===== src/rtl/fetch_seq_ctrl_pkg.sv =====
`default_nettype none
// ============================================================================
// Module   : fetch_seq_ctrl_pkg
// Brief    : Shared types and constants for the fetch sequencer.
// Revision : 1.0 - initial release
// ============================================================================
package fetch_seq_ctrl_pkg;

    typedef logic [63:0] u64;
    typedef logic [31:0] u32;

    localparam u64 DEFAULT_RESET_PC = 64'h8000_0000;

    typedef enum logic [1:0] {
        S_IDLE  = 2'd0,
        S_REQ   = 2'd1,
        S_HOLD  = 2'd2,
        S_DRAIN = 2'd3
    } fetch_state_t;

    typedef enum logic [1:0] {
        RD_NONE = 2'd0,
        RD_BR   = 2'd1,
        RD_CSR  = 2'd2,
        RD_TRAP = 2'd3
    } redirect_src_t;

endpackage
`default_nettype wire


===== src/rtl/fetch_seq_ctrl_redirect_prio.sv =====
`default_nettype none
// ============================================================================
// Module   : fetch_seq_ctrl_redirect_prio
// Brief    : Fixed-priority select of the redirect source (trap > csr > br).
// Revision : 1.0 - initial release
// ============================================================================
module fetch_seq_ctrl_redirect_prio
    import fetch_seq_ctrl_pkg::*;
#(
    parameter int XLEN = 64
) (
    input  logic            trap_valid,
    input  logic [XLEN-1:0] trap_pc,
    input  logic            csr_flush_valid,
    input  logic [XLEN-1:0] csr_pc,
    input  logic            br_valid,
    input  logic [XLEN-1:0] br_pc,
    output redirect_src_t   src,
    output logic [XLEN-1:0] tgt,
    output logic            redirect
);

    always_comb begin
        src = RD_NONE;
        tgt = br_pc;
        if (trap_valid) begin
            src = RD_TRAP;
            tgt = trap_pc;
        end else if (csr_flush_valid) begin
            src = RD_CSR;
            tgt = csr_pc;
        end else if (br_valid) begin
            src = RD_BR;
            tgt = br_pc;
        end
    end

    assign redirect = trap_valid | csr_flush_valid | br_valid;

endmodule
`default_nettype wire


===== src/rtl/fetch_seq_ctrl.sv =====
`default_nettype none
// ============================================================================
// Module   : fetch_seq_ctrl
// Brief    : Fetch PC owner and ibus requester; drops stale responses.
// Revision : 1.0 - initial release
// ============================================================================
module fetch_seq_ctrl
    import fetch_seq_ctrl_pkg::*;
#(
    parameter int              XLEN     = 64,
    parameter logic [XLEN-1:0] RESET_PC = XLEN'(DEFAULT_RESET_PC)
) (
    input  logic            clk,
    input  logic            reset,
    output logic            ireq_valid,
    output logic [XLEN-1:0] ireq_addr,
    input  logic            ireq_data_ok,
    input  logic [31:0]     ireq_data,
    input  logic            trap_valid,
    input  logic [XLEN-1:0] trap_pc,
    input  logic            csr_flush_valid,
    input  logic [XLEN-1:0] csr_pc,
    input  logic            br_valid,
    input  logic [XLEN-1:0] br_pc,
    input  logic            id_ready,
    output logic            instr_valid,
    output logic [31:0]     instr,
    output logic [XLEN-1:0] instr_pc,
    output logic            redirect
);

    fetch_state_t    state_q, state_d;
    logic [XLEN-1:0] pc_q, pc_d;
    logic [XLEN-1:0] pend_pc_q, pend_pc_d;
    logic            instr_valid_q, instr_valid_d;
    logic [31:0]     instr_q, instr_d;
    logic [XLEN-1:0] instr_pc_q, instr_pc_d;

    redirect_src_t   rd_src;
    logic [XLEN-1:0] rd_tgt;
    logic            rd_any;
    logic            rd_taken;

    fetch_seq_ctrl_redirect_prio #(
        .XLEN (XLEN)
    ) u_redirect_prio (
        .trap_valid      (trap_valid),
        .trap_pc         (trap_pc),
        .csr_flush_valid (csr_flush_valid),
        .csr_pc          (csr_pc),
        .br_valid        (br_valid),
        .br_pc           (br_pc),
        .src             (rd_src),
        .tgt             (rd_tgt),
        .redirect        (rd_any)
    );

    assign rd_taken = (rd_src != RD_NONE);

    always_ff @(posedge clk or negedge reset) begin
        if (!reset) begin
            state_q       <= S_IDLE;
            pc_q          <= RESET_PC;
            pend_pc_q     <= '0;
            instr_valid_q <= 1'b0;
            instr_q       <= '0;
            instr_pc_q    <= '0;
        end else begin
            state_q       <= state_d;
            pc_q          <= pc_d;
            pend_pc_q     <= pend_pc_d;
            instr_valid_q <= instr_valid_d;
            instr_q       <= instr_d;
            instr_pc_q    <= instr_pc_d;
        end
    end

    // A request cannot be withdrawn, so a redirect without data_ok parks in DRAIN
    always_comb begin
        state_d = state_q;
        case (state_q)
            S_IDLE:  state_d = S_REQ;
            S_REQ: begin
                if (ireq_data_ok) begin
                    state_d = rd_taken ? S_REQ : S_HOLD;
                end else if (rd_taken) begin
                    state_d = S_DRAIN;
                end
            end
            S_HOLD: begin
                if (rd_taken || id_ready) begin
                    state_d = S_REQ;
                end
            end
            S_DRAIN: begin
                if (ireq_data_ok) begin
                    state_d = S_REQ;
                end
            end
            default: state_d = S_IDLE;
        endcase
    end

    always_comb begin
        pc_d          = pc_q;
        pend_pc_d     = pend_pc_q;
        instr_valid_d = instr_valid_q;
        instr_d       = instr_q;
        instr_pc_d    = instr_pc_q;
        case (state_q)
            S_IDLE: begin
                if (rd_taken) begin
                    pc_d = rd_tgt;
                end
            end
            S_REQ: begin
                if (ireq_data_ok) begin
                    if (rd_taken) begin
                        pc_d = rd_tgt;
                    end else begin
                        instr_d       = ireq_data;
                        instr_pc_d    = pc_q;
                        instr_valid_d = 1'b1;
                    end
                end else if (rd_taken) begin
                    pend_pc_d = rd_tgt;
                end
            end
            S_HOLD: begin
                if (rd_taken) begin
                    instr_valid_d = 1'b0;
                    pc_d          = rd_tgt;
                end else if (id_ready) begin
                    instr_valid_d = 1'b0;
                    pc_d          = pc_q + XLEN'(4);
                end
            end
            S_DRAIN: begin
                if (rd_taken) begin
                    pend_pc_d = rd_tgt;
                end
                // The response in flight belongs to the abandoned PC
                if (ireq_data_ok) begin
                    pc_d = rd_taken ? rd_tgt : pend_pc_q;
                end
            end
            default: ;
        endcase
    end

    always_comb begin
        ireq_valid  = (state_q == S_REQ) || (state_q == S_DRAIN);
        ireq_addr   = pc_q;
        instr_valid = instr_valid_q;
        instr       = instr_q;
        instr_pc    = instr_pc_q;
        redirect    = rd_any;
    end

endmodule
`default_nettype wire


===== config.mk =====
export PLATFORM = sky130hd
export DESIGN_NAME = fetch_seq_ctrl
export DESIGN_NICKNAME = d
export VERILOG_FILES = /design/src/rtl/fetch_seq_ctrl_pkg.sv /design/src/rtl/fetch_seq_ctrl_redirect_prio.sv /design/src/rtl/fetch_seq_ctrl.sv
export SDC_FILE = /design/constraint.sdc
export NUM_CORES = 1
export LEC_CHECK = 0
export CAP_MARGIN = 30
export CORE_MARGIN = 2
export CORE_UTILIZATION = 40
export DETAILED_ROUTE_END_ITERATION = 10
export PLACE_DENSITY = 0.68
export SKIP_CTS_REPAIR_TIMING = 1
export SYNTH_ARGS = -nofsm -noshare
export SYNTH_HDL_FRONTEND = slang
export SYNTH_SLANG_ARGS = --single-unit
export TNS_END_PERCENT = 30

===== constraint.sdc =====
create_clock -name clk -period 3.9 [get_ports clk]
set_clock_uncertainty 0.2 [all_clocks]
set_input_delay 0.975 -clock clk [delete_from_list [all_inputs] [get_ports clk]]
set_output_delay 0.975 -clock clk [all_outputs]
set_load 0.01 [all_outputs]

==> Word-level counts from Yosys, hierarchy flattened <==
Cells that the tools add are included.
{ "op_classes": {"addsub": 1, "n_mux": 25, "n_reduce_logical": 11, "bitwise_logic": 3, "eq_ne": 10} }
{ "op_table": {"columns": ["op", "count"], "rows": [
  ["$mux 64", 9],
  ["$pmux 64 s4", 1],
  ["$pmux 64 s2", 1],
  ["$add 64x3->64 const B", 1],
  ["$mux 2", 7],
  ["$ne 2x2->1 const B", 5],
  ["$reduce_and 3->1", 3],
  ["$pmux 2 s4", 1],
  ["$ne 3x3->1 const B", 2],
  ["$reduce_bool 2->1", 3],
  ["$mux 1", 5],
  ["$eq 2x2->1 const B", 2],
  ["$reduce_and 4->1", 1],
  ["$eq 2x1->1 const B", 1],
  ["$logic_not 2->1", 1],
  ["$logic_or 1x1->1", 2],
  ["$or 1x1->1", 2],
  ["$pmux 1 s2", 1],
  ["$reduce_and 2->1", 1],
  ["$not 1->1", 1]
]} }
{ "totals": {"register_bits": 227, "word_cells": 56, "inputBits": 231, "output_inout_bits": 163} }

==> Longest topological paths before layout <==
Gate-level depths: netlist of run 1.
{ "depth": {"depth_word": 7, "ltp_mapped": 10, "ltp_nobuf": 7} }

==> Modules after synthesis <==
A second synthesis of run 1 with hierarchy kept.
{ "hier_totals": {"cells_unflattened": 1323, "area_unflattened_um2": 13018.7} }
{ "modules_own_cells": {"columns": ["mod", "instances", "cells_per_inst", "area_per_inst_um2", "seq_area_each_um2"], "rows": [
  ["fetch_seq_ctrl", 1, 1105, 11603.6, 5681.7],
  ["fetch_seq_ctrl_redirect_prio", 1, 218, 1415.1, 0.0]
]} }

==> Worst setup path before layout of run 1 <==
Ideal clock, no wire load.
{ "synth_timing": {"path_kind": "in2out", "from": "in csr_flush_valid", "to": "out redirect", "n_path_buf": 4, "arrival_time_ps": 2156, "slack_ps": 569, "cell_stages": 6, "t_required_ps": 2725, "cell_sequence": "clkbuf_1 nor3_1 inv_1 buf_2 buf_1 buf_1"} }
{ "synth_via": {"elab_chain_cells": 2} }
{ "synth_rtl": {"columns": ["element", "line_no", "source"], "rows": [
  ["start: declaration", "fetch_seq_ctrl.sv:21", "input logic csr_flush_valid,"],
  ["$or 1x1->1 (2 in series)", "fetch_seq_ctrl_redirect_prio.sv:38", "assign redirect = trap_valid | csr_flush_valid | br_valid;"],
  ["end: declaration", "fetch_seq_ctrl.sv:29", "output logic redirect"]
]} }
Every way passes these cells.

==> Worst setup path after layout of run 1 <==
{ "layout_timing": {"from": "in br_valid", "to": "out redirect"} }
{ "layout_via": {"elab_chain_cells": 1} }
{ "layout_rtl": {"columns": ["element", "line_no", "source"], "rows": [
  ["start: declaration", "fetch_seq_ctrl.sv:23", "input logic br_valid,"],
  ["$or 1x1->1", "fetch_seq_ctrl_redirect_prio.sv:38", null]
]} }
Every way passes these cells.

==> results of run 1 <==
[stage by stage]
step	total power [mW]	util [%]	instance area, µm²	cells	hold WS [ps]
floorplan	4.30	-	12500	1364	245
global placement	5.82	55.9	17200	2118	258
detailed placement	5.88	55.9	17200	2118	267
CTS	8.42	58.8	18000	2165	30.5
global route	8.77	58.8	18000	2165	34.9
finish	8.38	58.8	18000	2165	42.0
[registers in the layout, summed over array words and instances, names as in the netlist]
signal       flops
pend_pc_q       64
instr_valid      1
instr_pc        64
ireq_addr       64
state_q          2
instr           32
[synthesized netlist by cell type (10+ instances only)]
cell / number / area share (%)
a211oi_1: 11 / 0.66
a21oi_1: 111 / 4.4
a31oi_1: 19 / 0.95
buf_1: 15 / 0.45
buf_2: 10 / 0.40
clkbuf_1: 71 / 2.1
dfrtp_1: 226 / 45
inv_1: 17 / 0.51
mux2_2: 104 / 9.4
mux2i_1: 63 / 5.0
nand2_1: 169 / 5.1
nand3_1: 42 / 1.7
nand4_1: 23 / 1.2
nor2_1: 99 / 3.0
nor3_1: 25 / 1.0
nor4_1: 15 / 0.75
o21ai_0: 184 / 7.4
xnor2_1: 24 / 1.7
xor2_1: 14 / 0.98
[power by group]
| group | leakage (nW) | internal [mW] | switching, mW |
|---|---|---|---|
| clock | 0.433 | 1.53 | 1.00 |
| sequential | 2.77 | 2.87 | 0.456 |
| combinational | 4.22 | 1.43 | 1.09 |
| total | 7.42 | 5.83 | 2.55 |
[final timing paths]
| path | slack, ps | endpoint | from | depth (start not counted) |
|---|---|---|---|---|
| min reg2reg | 270 | instr_pc[62] | instr_pc[62] | 2 |
| min in group clk | 270 | instr_pc[62] | instr_pc[62] | 2 |
| max in group asynchronous | 2510 | instr_pc[51] | reset | 2 |
| max reg2reg | 820 | ireq_addr[52] | ireq_addr[2] | 8 |
| max | 210 | redirect | br_valid | 4 |
| min | 40 | instr_pc[1] | reset | 1 |
[worst max-delay path, stage by stage]
cell and delay [ps]:
clkdlybuf4s50_1 470, nor3_2 370, inv_1 180, clkdlybuf4s50_1 510
[metal layers]
| metal | share of wire [%] | global-route usage (%) |
|---|---|---|
| met3 | 9.2 | 6.17 |
| met1 | 44 | 38.3 |
| met5 | 0 | 0 |
| met4 | 3.1 | 8.39 |
| met2 | 44 | 40.2 |
[logic make-up after synthesis]
kind of cell / after synthesis
buffers and inverters: 115
XOR/XNOR: 38
flip-flops: 227
adder cells (fa/ha/maj): 1
multiplexers: 167
AND/OR/NAND/NOR: 411
AO/OA/AOI/OAI: 405
[area by class of cell]
type                       instances  share of cell area [%]
inverter                          18                   0.375
tap                              396                    2.75
timing repair buffer             455                    24.9
clock buffer                      39                    4.38
sequential                       227                    31.5
multi-input combinational       1022                    35.5
clock inverter                     8                   0.527
==> metrics, run 1 <==
status=complete, no violations; Worst-path clk slew=60 ps; area delta synth->final=44.3%; Leak=7.42 nW; Syn Nets=1596; via count=12.3k; die width=181 µm; post-synthesis sequential area ratio=45.4%; vias in the first global route=12.0k; crit path capture type=output port; DPL Wire Length=33300 µm; area occupied by registers=5680 µm²; WP data arrival=2520 ps; minimum clock period=3690 ps; initial drt markers=1031; routed wire length=44300 µm; Yosys cell types=67; final period utilization=94.7%; most frequent cells in the layout=390 x clkdlybuf4s50_1, 225 x dfrtp_1, 184 x o21ai_0; mux share of post-synthesis cell area=14.4%; adder-cell share of the synthesized area=0.100%; Syn Inst Count=1364; critical path type=input port to output port; Die Y=181 µm; Final nets=1982; main combinational cell family by area after synthesis=compound AO/OA/AOI/OAI gates; Hold Vio Cnt, Final=0; worst-path fanout max=4; GR Util All Layers=26.8%; FP Rows=64; average cell area after synthesis=9.17 µm²; initial antenna violation count=0; Final setup violation count=0; asr flop ratio synth=100%; # fillers=2706; Die Footprint=32700 µm²; Synth Register Bits=227; Slew @ Worst Pin=799 ps; Vias/cell=5.66; top_reg_cell synth=dfrtp_1; Syn Std Cell Area=12500 µm²; WL/cell=20.5 µm; setup TNS=0 ps; largest net degree at the start of global routing=84; Ant. Diodes=0; post-route ant nets=0; worst path required time=2720 ps; Multi-input gate area=6410 µm²; TritonCTS clock tree=built; Post-Synth Simple-Gate Area=15.1%; Initial Util=40.8%; layout cell share with drive strength beyond 1=12.8%; YS warnings=0; clock latency on the worst-skew pair=550 ps; CTS buffer count=26; VDD IR max=0.315 mV; Slew Limit Headroom=46.8%; pwr/cell area=464 nW/µm²; grt total ovfl=0; CTS sink cnt=227; IO buf count=393; commonest non-fill, non-tap cell in the layout=clkdlybuf4s50_1; type of the worst min-delay path=input port to asynchronous set/reset pin; fmax=271 MHz; final worst slack=208 ps; post-synthesis compound-gate area fraction=18.7%; pre-CTS setup slack=190 ps; Max H-tree Level=1; Max Cap Viol=0; DR pass1 iterations=5; clk root buf=clkbuf_16; global-route wire length before repair=69500 µm; IO Count=394; gpl congestion=0.920; clk buf depth=3; core area=30700 µm²; Post-synth EDFFs=0; drt drc=0; Final Max Slew Viols=0; CP Launch Type=input port; xor/xnor cell area share of the yosys netlist=2.66%; RSZ-0062 raised after global routing=false
(Power assumes the default switching activity.)
==> run 2, diff against run 1 <==
--- a/config.mk
+++ b/config.mk
@@ -7,9 +7,9 @@
 export LEC_CHECK = 0
 export CAP_MARGIN = 30
 export CORE_MARGIN = 2
-export CORE_UTILIZATION = 40
+export CORE_UTILIZATION = 51
 export DETAILED_ROUTE_END_ITERATION = 10
-export PLACE_DENSITY = 0.68
+export PLACE_DENSITY = 0.85
 export SKIP_CTS_REPAIR_TIMING = 1
 export SYNTH_ARGS = -nofsm -noshare
 export SYNTH_HDL_FRONTEND = slang
==> metrics, run 2 (synthesized netlist as in run 1, its figures left out) <==
status=complete, no violations; Leak=7.33 nW (-1.3%); Max H-tree Level=1 (unchanged); VDD IR max=0.296 mV (-6.0%); TritonCTS clock tree=built; Initial Util=51.7% (+11 points); Slew Limit Headroom=45.6% (-1.2 points); crit path to=redirect; critical path type=input port to output port; GR Util All Layers=33.8% (+7.0 points); global-route wire length before repair=69000 µm (-0.78%); post-layout util=73.5% (+15 points); most frequent cells in the layout=390 x clkdlybuf4s50_1, 225 x dfrtp_1, 184 x o21ai_0; worst path required time=2720 ps (about the same); core area=24200 µm² (-21%); initial drt markers=1744 (+69%); clk root buf=clkbuf_16; Critical R2R Capture=ireq_addr[53]; DPL Wire Length=33400 µm (+0.38%); sequential share of power=41.5% (+1.8 points); initial antenna violation count=0 (unchanged); WP data arrival=2390 ps (-130 ps); CTS sink cnt=227 (unchanged); FP Rows=57 (-11%); Combinational Power Share=31.0% (+0.9 points); Worst-path clk slew=60 ps (about the same); drt drc=0 (unchanged); RSZ-0062 raised after global routing=false; grt total ovfl=0 (unchanged); Final Max Slew Viols=0 (unchanged); CTS buffer count=24 (-7.7%); Final setup violation count=0 (unchanged); fmax=281 MHz (+3.6%); pre-CTS setup slack=290 ps (+101 ps); Clk pwr share=27.5% (-2.7 points); # fillers=1759 (-35%); minimum clock period=3560 ps (-129 ps); post-route ant nets=0 (unchanged); layout cell share with drive strength beyond 1=12.2% (-0.59 points); type of the worst min-delay path=input port to asynchronous set/reset pin; Final nets=1973 (-0.45%); largest net degree at the start of global routing=83 (-1.2%); Placed Cells incl. Taps=2039 (-3.7%); Die Footprint=25800 µm² (-21%); Vias/cell=6.10 (+7.8%); die width=161 µm (-11%); vias in the first global route=12.2k (+1.8%); routed wire length=44400 µm (+0.25%); P_sw=2.54 mW (-0.25%); CP Launch Type=input port; final worst slack=337 ps (+129 ps); Max Cap Viol=0 (unchanged); reg2reg start=ireq_addr[10]; gpl congestion=0.969 (+5.3%); via count=12.7k (+3.6%); clk buf depth=3 (unchanged); area delta synth->final=42.1%; IO buf count=393 (unchanged); DR pass1 iterations=7 (+2); CP Launch Point=br_valid; Slew @ Worst Pin=816 ps (+17.6 ps); reg-to-reg setup timing slack=850 ps (+30 ps); sw frac=31.4% (+0.93 points); Reg2Reg Depth=6 (-2); commonest non-fill, non-tap cell in the layout=clkdlybuf4s50_1; setup TNS=0 ps (unchanged); Die Y=161 µm (-11%); clock latency on the worst-skew pair=530 ps (-20 ps); IO Count=394 (unchanged); final std cells w/o fill=2080 (-3.9%); WL/cell=21.4 µm (+4.3%); Ant. Diodes=0 (unchanged); pwr/cell area=456 nW/µm² (-1.7%); worst-path fanout max=4 (unchanged); Tot Pwr=8.11 mW (-3.2%); Hold Vio Cnt, Final=0 (unchanged); internal cell power=5.56 mW (-4.5%); final period utilization=91.4% (-3.3 points); crit path capture type=output port
run 2: cell types whose count changed in the layout (fill, tap and decap cells not counted), sizes merged:
cell      previous run  this run
bufinv               2         1
buf                 65        58
clkbuf              39        32
clkinvlp             2         3
clkinv               4         5
run 2: worst min path at each step:
| stage | endpoint | cells past startpoint |
|---|---|---|
| after CTS | instr_pc[0] | 1 |
| final | instr_pc[1] | 1 |
| after detailed placement | pend_pc_q[20] | 2 |
| after floorplan | pend_pc_q[15] | 2 |
| after global routing | instr_pc[4] | 1 |
| after global placement | pend_pc_q[34] | 2 |
run 2: per-stage QoR:
stage | hold slack [ps] | instance area (µm²)
6_report | 183 | 17800
5_1_grt | 206 | 17800
4_1_cts | 194 | 17800
3_5_place_dp | 266 | 17000
3_3_place_gp | 260 | 17000
2_1_floorplan | 245 | 12500
run 2: routing by layer:
| metal | wire length, µm | track usage (%) | share of wire, % | vias up |
|---|---|---|---|---|
| met4 | 974 | 8.48 | 2.2 | 0 |
| li1 | - | - | - | 5706 |
| met1 | 17500 | 46.5 | 39 | 5996 |
| met5 | 0 | 0 | 0 | - |
| met2 | 20300 | 53.1 | 46 | 900 |
| met3 | 5620 | 9.53 | 13 | 90 |
run 2: power by group through the flow:
stage	combinational [mW]	sequential, mW	clock, mW
2_1_floorplan	0.872	3.43	0
3_3_place_gp	2.43	3.34	0
3_5_place_dp	2.49	3.39	0
4_1_cts	2.51	3.35	2.23
5_1_grt	2.68	3.43	2.33
6_report	2.51	3.37	2.23
run 2: final cells by class:
cell class / instances / area (µm²) / area share (%)
Clock inverter: 9 / 88.8 / 0.500
Inverter: 18 / 67.6 / 0.380
Clock buffer: 32 / 671 / 3.77
Sequential cell: 227 / 5680 / 32.0
Timing Repair Buffer: 448 / 4450 / 25.0
Tap cell: 324 / 405 / 2.28
Multi-Input combinational cell: 1022 / 6410 / 36.1
run 2: worst max-delay path: stages:
cell	delay, ps
clkdlybuf4s50_1	570
nor3_2	80
inv_1	170
clkdlybuf4s50_1	590
